## src/rtl/multdiv_seq.sv

```systemverilog
// Sequencer for an iterative multiply/divide datapath: issues a one-cycle load,
// a run of step enables, then a one-cycle completion pulse (with divide-by-zero flag).
module multdiv_seq #(
  parameter int unsigned MULT_CYCLES = 16,
  parameter int unsigned DIV_CYCLES  = 32
) (
  input  logic       clk,
  input  logic       clr,
  input  logic       ctrl_MULT,
  input  logic       ctrl_DIV,
  input  logic       div_zero,
  output logic       load,
  output logic       step_en,
  output logic [5:0] count,
  output logic       is_div,
  output logic       busy,
  output logic       data_resultRDY,
  output logic       data_exception
);

  typedef enum logic [1:0] {
    S_IDLE,
    S_LOAD,
    S_RUN,
    S_DONE
  } state_t;

  localparam logic [5:0] MULT_N = 6'(MULT_CYCLES);
  localparam logic [5:0] DIV_N  = 6'(DIV_CYCLES);

  state_t     state_q, state_d;
  logic [5:0] count_q, count_d;
  logic       is_div_q, is_div_d;
  logic       exc_q, exc_d;

  logic       load_q, step_en_q, busy_q, rdy_q, exc_out_q;

  logic       start;
  logic [5:0] n_sel;

  assign start = ctrl_MULT | ctrl_DIV;
  assign n_sel = is_div_q ? DIV_N : MULT_N;

  always_comb begin
    state_d  = state_q;
    count_d  = count_q;
    is_div_d = is_div_q;
    exc_d    = exc_q;
    // A start request overrides whatever is in flight, including DONE.
    if (start) begin
      if (!ctrl_MULT && div_zero) begin
        state_d  = S_DONE;
        is_div_d = 1'b1;
        exc_d    = 1'b1;
      end else begin
        state_d  = S_LOAD;
        count_d  = '0;
        is_div_d = ~ctrl_MULT;
        exc_d    = 1'b0;
      end
    end else begin
      unique case (state_q)
        S_IDLE: state_d = S_IDLE;
        S_LOAD: begin
          state_d = S_RUN;
          count_d = '0;
        end
        S_RUN: begin
          count_d = count_q + 6'd1;
          if (count_q == n_sel - 6'd1) begin
            state_d = S_DONE;
          end
        end
        S_DONE: state_d = S_IDLE;
        default: state_d = S_IDLE;
      endcase
    end
  end

  // Outputs are registered from the next-state decode, so they equal a
  // decode of the registered state while leaving no input-to-output path.
  always_ff @(posedge clk or negedge clr) begin
    if (!clr) begin
      state_q   <= S_IDLE;
      count_q   <= '0;
      is_div_q  <= 1'b0;
      exc_q     <= 1'b0;
      load_q    <= 1'b0;
      step_en_q <= 1'b0;
      busy_q    <= 1'b0;
      rdy_q     <= 1'b0;
      exc_out_q <= 1'b0;
    end else begin
      state_q   <= state_d;
      count_q   <= count_d;
      is_div_q  <= is_div_d;
      exc_q     <= exc_d;
      load_q    <= (state_d == S_LOAD);
      step_en_q <= (state_d == S_RUN);
      busy_q    <= (state_d == S_LOAD) || (state_d == S_RUN);
      rdy_q     <= (state_d == S_DONE);
      exc_out_q <= (state_d == S_DONE) && exc_d;
    end
  end

  assign load           = load_q;
  assign step_en        = step_en_q;
  assign busy           = busy_q;
  assign count          = count_q;
  assign is_div         = is_div_q;
  assign data_resultRDY = rdy_q;
  assign data_exception = exc_out_q;

endmodule

```

## config.mk

```make
export PLATFORM = sky130hd
export DESIGN_NAME = multdiv_seq
export DESIGN_NICKNAME = d
export VERILOG_FILES = /design/src/rtl/multdiv_seq.sv
export SDC_FILE = /design/constraint.sdc
export NUM_CORES = 1
export LEC_CHECK = 0
export ABC_AREA = 1
export CORE_ASPECT_RATIO = 0.7
export CORE_MARGIN = 10
export CORE_UTILIZATION = 40
export DETAILED_ROUTE_END_ITERATION = 8
export GPL_TIMING_DRIVEN = 0
export PLACE_DENSITY_LB_ADDON = 0.2
export SYNTH_ARGS = -nofsm -noshare
export SYNTH_HDL_FRONTEND = slang
export SYNTH_SLANG_ARGS = --single-unit
```

## constraint.sdc

```tcl
create_clock -name clk -period 3.5 [get_ports clk]
set_input_delay 0.7 -clock clk [delete_from_list [all_inputs] [get_ports clk]]
set_output_delay 0.7 -clock clk [all_outputs]
set_load 0.01 [all_outputs]
```

==> impl_metrics.env <==
export IMPL_status="complete, no violations"
export IMPL_cts_setup_buffers=0
export IMPL_finalNetCount=109
export IMPL_critPathArrivalTime_ns=2.23
export IMPL_netlist_instances=77
export IMPL_die_w_um=71.65
export IMPL_grt_use_total=0.08187
export IMPL_tns_ns=0
export IMPL_core_rowCount=12
export IMPL_synth_top_cell_by_area="dfrtp_1"
export IMPL_ys_seq_elements=15
export IMPL_powerDensity_nw_per_um2=348.2
export IMPL_synth_top_area_share=0.5025
export IMPL_synth_area_leaders="dfrtp_1 (50%), ha_1 (10%), nand2_1 (5.5%), inv_1 (5.0%), nand3_1 (4.7%)"
export IMPL_worstMarginPinSlew_ns=0.6604
export IMPL_drt_iter0_drc=10
export IMPL_syn_area_sq_um=747.0
export IMPL_period_share=0.5799
export IMPL_overflow=0
export IMPL_cts_sinks=15
export IMPL_fmax_mhz=492.7
export IMPL_n_antenna_cell=0
export IMPL_pin_count=17
export IMPL_postLayoutCellArea_sq_um=959.7
export IMPL_avgSynthCellArea_sq_um=9.701
export IMPL_drtPass1Iterations=4
export IMPL_synth_warnings=0
export IMPL_worst_slack_ns=1.470
export IMPL_layout_min_cycle_time_ns=2.030
export IMPL_grt_pass1_vias=579
export IMPL_drc=0
export IMPL_fin_skew_ns=0.002055
export IMPL_ctsLongestPathBuffers=2
export IMPL_grt_use_met3=0.05872
export IMPL_grt_antenna_before_repair=0
export IMPL_gp_congestion=0.7664
export IMPL_pre_cts_ws_ns=1.162
export IMPL_cts_clk_slew_worst_paths_ns=0.09
export IMPL_fillers=164
export IMPL_coreArea_sq_um=1682
export IMPL_clkLatencyLatePin_ns=0.28
export IMPL_syn2layout_area_growth_pct=28.48
export IMPL_vias=594
export IMPL_routed_via_density=5.034
export IMPL_busiest_layer="met2"
export IMPL_use_met2=0.1188
export IMPL_final_cell_mix="clkdlybuf4s50_1 (16), dfrtp_1 (15), nand2_1 (11), inv_1 (10), nand3_1 (7)"
export IMPL_critPathLaunchType="input port"
export IMPL_grt_max_degree=16
export IMPL_worst_setup_path_type="input port to flop"
export IMPL_final_layout_size_suffix_gt1_frac=0.1340
export IMPL_h_tree_depth=1
export IMPL_syn_nets=88
export IMPL_leakage_uw=0.0004398
export IMPL_grt_use_met1=0.09218
export IMPL_post_drt_wl_per_cell_um=13.36
export IMPL_rsz0062_at_grt="false"
export IMPL_path_max_fanout=5
export IMPL_cts_hold_buf=0
export IMPL_hold_class="flop to flop"
export IMPL_dieHeight_um=56.16
export IMPL_timing_final_max_slew_violations=0
export IMPL_worstPathRequired_ns=3.70
export IMPL_end_kind="flop"
export IMPL_wl_um=1576
export IMPL_place_hpwl_um=1214
export IMPL_grt_pass1_wl_um=2670
export IMPL_start_util=0.4442
export IMPL_dieArea_sq_um=4024
export IMPL_synth_cell_types=21
export IMPL_utilization=0.5707
export IMPL_cts_tree="done"
export IMPL_drv_cap=0
export IMPL_yosysSeqAreaShare=0.5025
export IMPL_drtAntennaViolNets=0
export IMPL_post_cts_resize_count=0
export IMPL_p_total_uw=334.2
export IMPL_numCtsBuffers=3
export IMPL_ir_drop_uv=264.5
export IMPL_seq_area_sq_um=375.4
export IMPL_layout_commonest_cell="clkdlybuf4s50_1"
export IMPL_clockRootBuffer="clkbuf_4"
export IMPL_hold_viol=0
export IMPL_multi_input_area_sq_um=322.8
export IMPL_max_slew_margin=0.5584
export IMPL_setup_viol=0
export IMPL_port_buffers=16
export IMPL_place_area_sq_um=933.4
==> per-layer routing <==
layer / wire (um) / vias to the layer above
li1: - / 291
met1: 684 / 278
met2: 668 / 23
met3: 206 / 2
met4: 17 / 0
met5: 0 / -
==> per-stage QoR <==
step | hold WS [ns] | std cells
final | 0.4972 | 118
after global routing | 0.5613 | 118
after CTS | 0.5000 | 118
after floorplan | 0.4044 | 77
after detailed placement | 0.4801 | 114
after global placement | 0.4772 | 114
==> worst max-delay path, stage by stage <==
cell and delay [ns]:
clkdlybuf4s50_1 0.52, a21oi_4 0.29, inv_1 0.11, a21oi_2 0.21
ha_1 0.21, nor3b_1 0.18
==> cell families (layout without fill, tap and decap cells) <==
kind of cell             count (synthesis)  in the layout  synth area share
AND/OR/NAND/NOR                         32             32            0.2161
flip-flops                              15             15            0.5025
AO/OA/AOI/OAI                           12             12            0.1156
buffers and inverters                   12             32           0.06533
adder cells (fa/ha/maj)                  6              6            0.1005
==> state kept, by name (all words and copies together), names as in the netlist <==
register and flops:
load 1, step_en 1, exc_q 1, busy 1
is_div 1, state_q 2, count 6, data_exception 1
data_resultRDY 1
==> final timing paths <==
path,start,to,slack [ns],depth (start not counted)
setup / recovery,ctrl_DIV,data_exception,1.47,6
hold / removal,exc_q,exc_q,0.50,2
setup reg to reg,count[0],data_exception,1.84,9
hold reg to reg,exc_q,exc_q,0.50,2
max in group asynchronous,clr,count[0],2.26,1
min in group asynchronous,clr,data_exception,0.82,1
==> area by class of cell <==
| type | count | share of cell area |
|---|---|---|
| Timing Repair Buffer | 16 | 0.1669 |
| Tap cell | 21 | 0.02738 |
| Buffer | 1 | 0.007823 |
| Inverter | 11 | 0.04302 |
| Multi-Input combinational cell | 50 | 0.3364 |
| Clock buffer | 4 | 0.02738 |
| Sequential cell | 15 | 0.3911 |
==> power breakdown <==
part	total, uW	internal [uW]	switching, uW	leakage, uW
Sequential	184	181	3.36	0.000195
Combinational	52.0	23.2	28.7	0.000230
Clock	97.8	44.3	53.6	0.0000150
Total	334	249	85.6	0.000440
==> cells in the mapped netlist <==
master	instances
nand3_2	1
nand2_2	1
nand4_1	3
inv_2	1
a21oi_1	4
or2_2	1
nor2_2	1
dfrtp_1	15
o21ai_4	1
nand2_1	11
nand3_1	7
nand2_4	1
o21ai_0	4
o21ai_1	1
nor2_1	5
buf_4	1
inv_1	10
ha_1	6
a21oi_4	1
a21oi_2	1
nor3b_1	1
Power figures use the tool's default switching activity.
